<file path="config.mk">
export PLATFORM = sky130hd
export DESIGN_NAME = fetch_unit
export DESIGN_NICKNAME = d
export VERILOG_FILES = /design/src/rtl/fetch_pkg.sv /design/src/rtl/fetch_fifo.sv /design/src/rtl/fetch_unit.sv
export SDC_FILE = /design/constraint.sdc
export NUM_CORES = 1
export LEC_CHECK = 0
export CORE_MARGIN = 8
export CORE_UTILIZATION = 60
export CTS_BUF_LIST = sky130_fd_sc_hd__clkbuf_2 sky130_fd_sc_hd__clkbuf_4 sky130_fd_sc_hd__clkbuf_8
export DETAILED_ROUTE_END_ITERATION = 16
export DONT_BUFFER_PORTS = 1
export GPL_TIMING_DRIVEN = 0
export PLACE_DENSITY_LB_ADDON = 0.2
export SYNTH_ARGS = -nofsm -noshare
export SYNTH_HDL_FRONTEND = slang
export SYNTH_SLANG_ARGS = --single-unit
</file>
<file path="constraint.sdc">
create_clock -name clk_i -period 5.7 [get_ports clk_i]
set_input_delay 0.855 -clock clk_i [delete_from_list [all_inputs] [get_ports clk_i]]
set_output_delay 0.855 -clock clk_i [all_outputs]
set_load 0.02 [all_outputs]
</file>
<file path="src/rtl/fetch_pkg.sv">
// -----------------------------------------------------------------------------
// fetch_pkg
//   Shared types and constants for the instruction-fetch front end.
//   - INST_W        : instruction word width.
//   - FETCH_PC_W    : PC width of the default fetch configuration.
//   - NOP_INST      : canonical RISC-V NOP (addi x0,x0,0), available to
//                     consumers that want a benign filler instruction.
//   - fetch_entry_t : {pc, inst} pair as buffered between fetch and decode
//                     for the default PC width.
//   - fetch_ctr_w() : width of a counter that must hold 0..depth inclusive.
// -----------------------------------------------------------------------------
package fetch_pkg;

  localparam int INST_W     = 32;
  localparam int FETCH_PC_W = 32;

  localparam logic [INST_W-1:0] NOP_INST = 32'h0000_0013;

  typedef struct packed {
    logic [FETCH_PC_W-1:0] pc;
    logic [INST_W-1:0]     inst;
  } fetch_entry_t;

  function automatic int fetch_ctr_w(input int depth);
    return $clog2(depth + 1);
  endfunction

endpackage : fetch_pkg

</file>
<file path="src/rtl/fetch_fifo.sv">
// -----------------------------------------------------------------------------
// fetch_fifo
//   Small synchronous FIFO used for the request-PC queue and the decoded
//   instruction queue of fetch_unit.
//
//   Parameters
//     DATA_W   entry width in bits
//     depth_p  number of entries (>= 1)
//
//   Ports
//     clk_i        clock
//     rst_i        synchronous active-high reset (pointers/count only)
//     clear_i      synchronous flush of all entries, dominates push/pop
//     push_i       write push_data_i at the tail
//     push_data_i  tail data
//     pop_i        drop the head entry
//     head_o       head entry (valid when !empty_o)
//     empty_o      no entries
//     full_o       depth_p entries
//     count_o      current occupancy, 0..depth_p
//
//   A push while full is accepted only when a pop happens in the same cycle,
//   so simultaneous push/pop works at every occupancy. A pop while empty is
//   ignored. Storage is not reset; only the pointers and count are.
// -----------------------------------------------------------------------------
module fetch_fifo
  import fetch_pkg::*;
#(
  parameter int DATA_W  = 32,
  parameter int depth_p = 2
) (
  input  logic                               clk_i,
  input  logic                               rst_i,
  input  logic                               clear_i,
  input  logic                               push_i,
  input  logic [DATA_W-1:0]                  push_data_i,
  input  logic                               pop_i,
  output logic [DATA_W-1:0]                  head_o,
  output logic                               empty_o,
  output logic                               full_o,
  output logic [fetch_ctr_w(depth_p)-1:0]    count_o
);

  localparam int CNT_W = fetch_ctr_w(depth_p);
  // A single-entry FIFO still needs a 1-bit pointer to index its storage.
  localparam int PTR_W = (depth_p > 1) ? $clog2(depth_p) : 1;

  logic [DATA_W-1:0] mem [depth_p];
  logic [PTR_W-1:0]  rd_ptr;
  logic [PTR_W-1:0]  wr_ptr;
  logic [CNT_W-1:0]  cnt;
  logic              do_push;
  logic              do_pop;

  function automatic logic [PTR_W-1:0] ptr_inc(input logic [PTR_W-1:0] p);
    return (p == PTR_W'(depth_p - 1)) ? '0 : p + 1'b1;
  endfunction

  assign empty_o = (cnt == '0);
  assign full_o  = (cnt == CNT_W'(depth_p));
  assign count_o = cnt;
  assign head_o  = mem[rd_ptr];

  assign do_pop  = pop_i && !empty_o;
  assign do_push = push_i && (!full_o || do_pop);

  always_ff @(posedge clk_i) begin
    if (rst_i || clear_i) begin
      rd_ptr <= '0;
      wr_ptr <= '0;
      cnt    <= '0;
    end else begin
      if (do_push) wr_ptr <= ptr_inc(wr_ptr);
      if (do_pop)  rd_ptr <= ptr_inc(rd_ptr);
      case ({do_push, do_pop})
        2'b10:   cnt <= cnt + 1'b1;
        2'b01:   cnt <= cnt - 1'b1;
        default: cnt <= cnt;
      endcase
    end
  end

  always_ff @(posedge clk_i) begin
    if (do_push) mem[wr_ptr] <= push_data_i;
  end

endmodule : fetch_fifo

</file>
<file path="src/rtl/fetch_unit.sv">
// -----------------------------------------------------------------------------
// fetch_unit
//   Instruction-fetch front end between program_counter, instruction memory
//   and decode.
//
//   Parameters
//     width_p  PC / address width
//     depth_p  maximum instructions in flight (outstanding + buffered), >= 1
//
//   Ports
//     clk_i             clock
//     rst_i             synchronous active-high reset
//     pc_i              current PC from program_counter
//     stall_o           to program_counter stall_i; PC holds while high
//     flush_i           redirect, same cycle as take_branch_i
//     imem_req_valid_o  request valid
//     imem_req_addr_o   request address (= pc_i)
//     imem_req_ready_i  memory accepts the request
//     imem_rsp_valid_i  in-order response, no backpressure
//     imem_rsp_data_i   instruction word
//     inst_valid_o      instruction available to decode
//     inst_o            instruction word
//     inst_pc_o         PC of inst_o
//     inst_ready_i      decode accepts the instruction
//
//   Requests are issued only while (live outstanding + stale outstanding +
//   buffered) < depth_p, which bounds both counters and guarantees inst_q
//   room for every live response. A flush converts every live outstanding
//   request into a stale one; stale responses always arrive before live ones
//   (in-order memory), so they are simply counted off first.
// -----------------------------------------------------------------------------
module fetch_unit
  import fetch_pkg::*;
#(
  parameter int width_p = 32,
  parameter int depth_p = 2
) (
  input  logic               clk_i,
  input  logic               rst_i,
  input  logic [width_p-1:0] pc_i,
  output logic               stall_o,
  input  logic               flush_i,
  output logic               imem_req_valid_o,
  output logic [width_p-1:0] imem_req_addr_o,
  input  logic               imem_req_ready_i,
  input  logic               imem_rsp_valid_i,
  input  logic [INST_W-1:0]  imem_rsp_data_i,
  output logic               inst_valid_o,
  output logic [INST_W-1:0]  inst_o,
  output logic [width_p-1:0] inst_pc_o,
  input  logic               inst_ready_i
);

  localparam int CTR_W = fetch_ctr_w(depth_p);
  // Headroom so the three-way in-flight sum cannot wrap.
  localparam int SUM_W = CTR_W + 2;

  // Same shape as fetch_entry_t, but sized by this instance's PC width.
  typedef struct packed {
    logic [width_p-1:0] pc;
    logic [INST_W-1:0]  inst;
  } entry_t;

  localparam int ENTRY_W = $bits(entry_t);

  logic [CTR_W-1:0]   out_cnt;
  logic [CTR_W-1:0]   drop_cnt;
  logic [CTR_W-1:0]   pc_cnt;
  logic [CTR_W-1:0]   inst_cnt;
  logic [SUM_W-1:0]   inflight;
  logic               credit;
  logic               accept;
  logic               rsp_drop;
  logic               rsp_live;
  logic               q_clear;
  logic               inst_push;
  logic               inst_pop;
  logic [width_p-1:0] pc_head;
  logic               pc_empty;
  logic               pc_full;
  logic               inst_empty;
  logic               inst_full;
  entry_t             inst_push_data;
  entry_t             inst_head;

  // ---------------------------------------------------------------------------
  // Request issue
  // ---------------------------------------------------------------------------
  assign inflight = SUM_W'(out_cnt) + SUM_W'(drop_cnt) + SUM_W'(inst_cnt);
  assign credit   = (inflight < SUM_W'(depth_p));

  assign imem_req_valid_o = credit && !flush_i && !rst_i;
  assign imem_req_addr_o  = pc_i;
  assign accept           = imem_req_valid_o && imem_req_ready_i;
  // The PC only advances on a handshake, which keeps the address stable
  // while the memory is not ready.
  assign stall_o          = !accept;

  // ---------------------------------------------------------------------------
  // Response classification: stale ones are owed first
  // ---------------------------------------------------------------------------
  assign rsp_drop  = imem_rsp_valid_i && (drop_cnt != '0);
  assign rsp_live  = imem_rsp_valid_i && (drop_cnt == '0) && (out_cnt != '0);

  assign q_clear   = flush_i;
  assign inst_push = rsp_live && !flush_i;

  assign inst_push_data = '{pc: pc_head, inst: imem_rsp_data_i};

  fetch_fifo #(
    .DATA_W  (width_p),
    .depth_p (depth_p)
  ) u_pc_q (
    .clk_i       (clk_i),
    .rst_i       (rst_i),
    .clear_i     (q_clear),
    .push_i      (accept),
    .push_data_i (pc_i),
    .pop_i       (rsp_live),
    .head_o      (pc_head),
    .empty_o     (pc_empty),
    .full_o      (pc_full),
    .count_o     (pc_cnt)
  );

  fetch_fifo #(
    .DATA_W  (ENTRY_W),
    .depth_p (depth_p)
  ) u_inst_q (
    .clk_i       (clk_i),
    .rst_i       (rst_i),
    .clear_i     (q_clear),
    .push_i      (inst_push),
    .push_data_i (inst_push_data),
    .pop_i       (inst_pop),
    .head_o      (inst_head),
    .empty_o     (inst_empty),
    .full_o      (inst_full),
    .count_o     (inst_cnt)
  );

  // ---------------------------------------------------------------------------
  // Decode side
  // ---------------------------------------------------------------------------
  // Buffered instructions belong to the old path during a flush, so they are
  // hidden in that cycle and cleared at its end.
  assign inst_valid_o = !inst_empty && !flush_i && !rst_i;
  assign inst_pop     = inst_valid_o && inst_ready_i;
  assign inst_o       = inst_valid_o ? inst_head.inst : '0;
  assign inst_pc_o    = inst_valid_o ? inst_head.pc   : '0;

  // ---------------------------------------------------------------------------
  // Outstanding-request bookkeeping
  // ---------------------------------------------------------------------------
  always_ff @(posedge clk_i) begin
    if (rst_i) begin
      out_cnt  <= '0;
      drop_cnt <= '0;
    end else if (flush_i) begin
      // Every live request becomes stale; a response consumed this cycle
      // (stale or live) reduces what is still owed.
      out_cnt  <= '0;
      drop_cnt <= drop_cnt + out_cnt - CTR_W'(rsp_drop || rsp_live);
    end else begin
      out_cnt  <= out_cnt + CTR_W'(accept) - CTR_W'(rsp_live);
      drop_cnt <= drop_cnt - CTR_W'(rsp_drop);
    end
  end

  // ---------------------------------------------------------------------------
  // Simulation-only invariants
  // ---------------------------------------------------------------------------
  a_no_orphan_rsp : assert property (@(posedge clk_i) disable iff (rst_i)
    imem_rsp_valid_i |-> (out_cnt != '0 || drop_cnt != '0));

  a_pc_q_tracks_out : assert property (@(posedge clk_i) disable iff (rst_i)
    pc_cnt == out_cnt);

  a_pc_q_no_underflow : assert property (@(posedge clk_i) disable iff (rst_i)
    rsp_live |-> !pc_empty);

  a_pc_q_no_overflow : assert property (@(posedge clk_i) disable iff (rst_i)
    (accept && pc_full) |-> rsp_live);

  a_inst_q_no_overflow : assert property (@(posedge clk_i) disable iff (rst_i)
    (inst_push && inst_full) |-> inst_pop);

endmodule : fetch_unit

</file>
=== Yosys cells after proc, flatten, opt, wreduce, memory -nomap -nowiden ===
Memories as Yosys holds them, arrays and structs flattened. A register that Yosys moved wholly into a read port is not among the register bits.
Cells that the tools add are included.

* Mux-type cells: 17
* $lt $le $gt $ge: 1
* $add $sub $neg: 15
* Equal/unequal tests: 6
* Reduce and logical (&&, ||, !) cells: 33

{| class="wikitable"
|+ Operators with widths
! operator !! number
|-
| two-way mux 32 bit || 2
|-
| logical AND 1 bit || 14
|-
| two-way mux 1 bit || 12
|-
| == test 2 bit, second input constant || 4
|-
| one-hot mux 2 bit (2 select lines) || 2
|-
| nonzero test 2 bit || 4
|-
| zero test 1 bit || 7
|-
| zero test 2 bit || 3
|-
| subtractor 2 x 1 -> 2 bit || 3
|-
| adder 1 bit, second input constant || 4
|-
| adder 2 x 1 -> 2 bit, second input constant || 2
|-
| adder 3 x 2 -> 4 bit || 1
|-
| == test 2 x 1 -> 1 bit, second input constant || 2
|-
| logical OR 1 bit || 4
|-
| < comparator 4 x 2 -> 1 bit, second input constant || 1
|-
| subtractor 2 x 1 -> 2 bit, second input constant || 2
|-
| adder 2 x 2 -> 3 bit || 1
|-
| adder 2 x 1 -> 2 bit || 1
|-
| adder 2 bit || 1
|-
| two-way mux 2 bit || 1
|-
| OR reduction 2 bit || 1
|}

* Memories: 2
* Memory bits (writable): 192
* Register bits after elaboration: 12

{| class="wikitable"
|+ Memory list
! name !! depth !! width !! rd ports !! clocked after Yosys merged registers in !! wr ports !! line !! RTL
|-
| u_inst_q.mem || 2 || 64 || 1 || 1 || 1 || fetch_fifo.sv:48 || <nowiki>logic [DATA_W-1:0] mem [depth_p];</nowiki>
|-
| u_pc_q.mem || 2 || 32 || 1 || 1 || 1 || fetch_fifo.sv:48 ||
|}

=== Logic depth before layout (Yosys ltp) ===
* Depth after elaboration: 10
* Mapped depth: 12
* Gate-level depth less buffers: 12

=== Modules after synthesis ===
A second synthesis with hierarchy kept.

* Cells, all modules: 514
* Area total of the unflattened synthesis: 8570.7 um2

{| class="wikitable"
|+ Modules (own cells, without submodules)
! module !! cells each !! instances !! area an instance (um2)
|-
| fetch_fifo at u_inst_q || 231 || 1 || 4897.2
|-
| fetch_fifo at u_pc_q || 132 || 1 || 2578.7
|-
| fetch_unit || 151 || 1 || 1094.8
|}

=== Worst setup path before layout ===
No wires, ideal clock.

* Path type: register to register
* From: register drop_cnt[1]
* To: memory u_pc_q.mem[0][0] (enable)
* Data arrival time: 3.604 ns
* Path buffers: 0
* Cell stages (with the launch flop): 8
* Setup slack: 1.675 ns
* Cells stage by stage: dfxtp_1 > inv_1 > fa_1 > inv_1 > ha_1 > nor4b_2 > o311ai_2 > nor2_1

* Longest elaborated chain between the ends: 9

{| class="wikitable"
|+ Ends and longest elaborated chain
! item !! line !! RTL
|-
| start, declared || fetch_unit.sv:67 || <nowiki>logic [CTR_W-1:0] drop_cnt;</nowiki>
|-
| start signal, assigned || fetch_unit.sv:163 || <nowiki>drop_cnt <= drop_cnt + out_cnt - CTR_W'(rsp_drop || rsp_live);</nowiki>
|-
| start signal, assigned || fetch_unit.sv:166 || <nowiki>drop_cnt <= drop_cnt - CTR_W'(rsp_drop);</nowiki>
|-
| adder 2 x 2 -> 3 bit || fetch_unit.sv:89 || <nowiki>assign inflight = SUM_W'(out_cnt) + SUM_W'(drop_cnt) + SUM_W'(inst_cnt);</nowiki>
|-
| adder 3 x 2 -> 4 bit || fetch_unit.sv:89 ||
|-
| < comparator 4 x 2 -> 1 bit || fetch_unit.sv:90 || <nowiki>assign credit = (inflight < SUM_W'(depth_p));</nowiki>
|-
| logical AND 1 bit (2 in a row) || fetch_unit.sv:92 || <nowiki>assign imem_req_valid_o = credit && !flush_i && !rst_i;</nowiki>
|-
| via imem_req_valid_o || fetch_unit.sv:43 || <nowiki>output logic imem_req_valid_o,</nowiki>
|-
| logical AND 1 bit || fetch_unit.sv:94 || <nowiki>assign accept = imem_req_valid_o && imem_req_ready_i;</nowiki>
|-
| logical AND 1 bit || fetch_fifo.sv:65 || <nowiki>assign do_push = push_i && (!full_o || do_pop);</nowiki>
|-
| two-way mux 1 bit || fetch_fifo.sv:84 || <nowiki>if (do_push) mem[wr_ptr] <= push_data_i;</nowiki>
|-
| two-way mux 1 bit (implied by the code) || fetch_fifo.sv:84 ||
|-
| end, declared || fetch_fifo.sv:48 ||
|}

The timed path passes the listed nets, and every way through them passes these cells.

=== Worst setup path in the final report ===
* From: register drop_cnt[1]
* To: output port stall_o

* Longest elaborated chain between the ends: 7

{| class="wikitable"
|+ Ends and longest elaborated chain
! item !! line !! RTL
|-
| adder 2 x 2 -> 3 bit || fetch_unit.sv:89 ||
|-
| adder 3 x 2 -> 4 bit || fetch_unit.sv:89 ||
|-
| < comparator 4 x 2 -> 1 bit || fetch_unit.sv:90 ||
|-
| logical AND 1 bit (2 in a row) || fetch_unit.sv:92 ||
|-
| via imem_req_valid_o || fetch_unit.sv:43 ||
|-
| logical AND 1 bit || fetch_unit.sv:94 ||
|-
| zero test 1 bit || fetch_unit.sv:97 || <nowiki>assign stall_o = !accept;</nowiki>
|-
| end, declared || fetch_unit.sv:41 || <nowiki>output logic stall_o,</nowiki>
|}

The timed path passes the listed nets, and every way through them passes these cells.

==> qor.yml <==
place:
  pre_cts_ws_ns: 2.13
  place_area_mm2: 0.00854
  dp_hpwl_mm: 10.2
  gp_congestion: 0.748
  dp.cells: 679
  place.port_buffers: 0
synth:
  synth.distinct_cells: 35
  yosysMostFrequentCell: "edfxtp_1"
  yosysSeqAreaShare_pct: 74.1
  syn_inst: 497
  synthArstFlopShare_pct: 0
  synth_flop_cell: "edfxtp_1"
  synth_top_cell_area_share_pct: 70.7
  synth_nets: 578
  ys_top_cells_by_count: "edfxtp_1, nor2_1, mux2i_1"
  yosysWarnings: 0
  synth_area_leader_cell: "edfxtp_1"
  synth_seq_cells: 206
  synthTopCellsByArea: "edfxtp_1, mux2i_1, mux2_2"
  synth.cell_area_mm2: 0.00816
  synth_edf_count: 192
  postSynthAreaPerCell_um2: 16.4
worst_setup_path:
  crit_required_ns: 4.85
  start_kind: "flop"
  path_max_fanout: 7
  crit_arrival_ns: 3.07
  critPathCaptureType: "output port"
  slowest_delay_ns: 0.74
  crit_chain: "inv_1 > fa_1 > inv_1 > ha_1 > nor4b_2 > nand2_1"
  crit_slowest_cell: "nor4b_2"
  crit_path_frequent_cell: "inv_1"
  worstSetupPathType: "flop to output port"
global_routing:
  grtUsageTotal_pct: 16.0
  grt_max_degree: 32
  first_global_vias: 4231
  grt_pass1_wl_mm: 22.3
  gr-total-overflow: 0
  antenna_found_initial: 0
cts:
  cts_setup_buffers: 0
  clk_latency_ns: 0.53
  h-tree-depth: 1
  cts_tree: "yes"
  ctsResizeCount: 0
  hold_buffers: 0
  clkSinkCount: 206
  cts_root_buf: "clkbuf_8"
  cts.reportedPaths.clkPinSlew_ns: 0.06
  numCtsBuffers: 31
  cts_buffer_depth: 3
power:
  leakage_nw: 2.99
  ir_drop_uv: 210
  powerDensity_mw_per_mm2: 315
layout:
  final_cell_count_no_fill: 735
  post-route-util_pct: 68.9
  layout.nets: 617
  design_area_mm2: 0.00912
  drive_gt1_share_pct: 22.0
  final.fill_count: 918
  antenna_cells: 0
  area.growth.synth_to_final_pct: 11.8
floorplanning:
  die_area_mm2: 0.0176
  coreArea_mm2: 0.0132
  start_util_pct: 61.6
  chipWidth_um: 133
  io_pins: 169
  fp-row-count: 42
  die_h_um: 133
sta:
  grt_setup_unrepaired: "false"
  maxSlewViolCount: 0
  timing.final.crit_share_pct: 68.9
  fmax_mhz: 255
  skew_ns: 0.0133
  layout_setup_ws_ns: 1.77
  hold_violations: 0
  tightest_slew_ns: 0.844
  fin_crit_ns: 3.93
  slew_headroom_pct: 43.6
  finalSetupViolCount: 0
  setup_tns_ns: 0
routing:
  wl_met3_mm: 1.52
  vias: 3988
  antenna_left: 0
  dr.pass1.iters: 4
  wl_met1_mm: 5.49
  vias_per_cell: 5.43
  wl_mm: 14.5
  routed.top_layer: "met4"
  wl_per_cell_um: 19.7
  dr.first_iter.drc_count: 177
  wl_met2_mm: 7.24
  drcViolationCount: 0
run_status:
  status: "finished clean"
run:
  drv_cap: 0
hold_path:
  hp-class: "input port to flop"
through the flow:
stage	hold WS, ns	total power (W)
finish	0.390	0.00288
detailed placement	0.506	0.00180
floorplan	0.450	0.00178
global placement	0.463	0.00180
global route	0.354	0.00298
CTS	0.357	0.00291
metal layers:
metal / vias to the layer above / global-route usage (%)
met2: 163 / 27.5
li1: 1864 / -
met5: - / 0
met3: 24 / 7.04
met1: 1937 / 17.4
met4: 0 / 4.92
worst max-delay path: cells and delay by family, from the launching register on:
family                     cells  cell delay (ns)
DFF                            1             0.48
adders and majority gates      2             0.80
buffers and inverters          2             0.14
and+or+nand+nor                2             1.11
final timing paths:
path / slack (ns) / end / depth (start not counted) / from
worst max-delay path: 1.77 / stall_o / 6 / drop_cnt[1]$_SDFF_PP0_
worst min-delay path: 0.39 / drop_cnt[1]$_SDFF_PP0_ / 1 / rst_i
worst max register to register: 2.09 / out_cnt[1]$_SDFF_PP0_ / 12 / drop_cnt[1]$_SDFF_PP0_
worst min register to register: 0.52 / u_pc_q.wr_ptr$_SDFFE_PP0P_ / 1 / u_pc_q.wr_ptr$_SDFFE_PP0P_
cells in the final DEF, fill, tap and decap left out, types with 4 or more instances in the layout:
cell      Yosys  final
buf_12        0      4
edfxtp_1    192    192
nor2_1       79     77
clkinv_2      0      4
clkbuf_4      0      8
nor2_4        0      4
clkbuf_8      0     31
xor2_1        5      5
ha_1         10     10
mux2_2       29     29
inv_1        12     12
xnor2_1       7      7
clkinv_1      0     11
nand2_1       4      4
buf_4        32     32
dfxtp_1      14     14
buf_1        10     10
mux2i_1      65     65
clkbuf_1      6      6
report_power, final:
| group | switching (W) | internal (W) |
|---|---|---|
| Combinational | 0.0000536 | 0.0000386 |
| Clock | 0.000505 | 0.000603 |
| Sequential | 0.00000924 | 0.00167 |
| Total | 0.000567 | 0.00231 |
area by class of cell:
type	count	area [um^2]	share of cell area (%)
Multi-Input combinational cell	228	1780	19.5
Buffer	51	315	3.46
Clock buffer	39	487	5.34
Tap cell	176	220	2.41
Clock inverter	17	98.8	1.08
Sequential cell	206	6050	66.3
Timing Repair Buffer	6	135	1.48
Inverter	12	45.0	0.494
cell families (layout without fill, tap and decap cells):
| logic type | after synthesis | in the layout | synth area share, % |
|---|---|---|---|
| flip-flops | 206 | 206 | 74.1 |
| multiplexers | 97 | 97 | 12.4 |
| AND/OR/NAND/NOR | 97 | 97 | 5.05 |
| buffers and inverters | 63 | 125 | 4.42 |
| XOR/XNOR | 12 | 12 | 1.29 |
| adder cells (fa/ha/maj) | 11 | 11 | 1.78 |
| AO/OA/AOI/OAI | 11 | 11 | 0.951 |
registers in the layout (all words and copies together), names as in the netlist, named ones only:
name / count
u_pc_q.mem: 64
out_cnt: 2
u_inst_q.wr_ptr: 1
u_pc_q.wr_ptr: 1
u_inst_q.count_o: 2
drop_cnt: 2
u_pc_q.count_o: 2
u_inst_q.mem: 128
u_pc_q.rd_ptr: 1
u_inst_q.rd_ptr: 1
No activity file was read; power rests on OpenSTA's default activity.
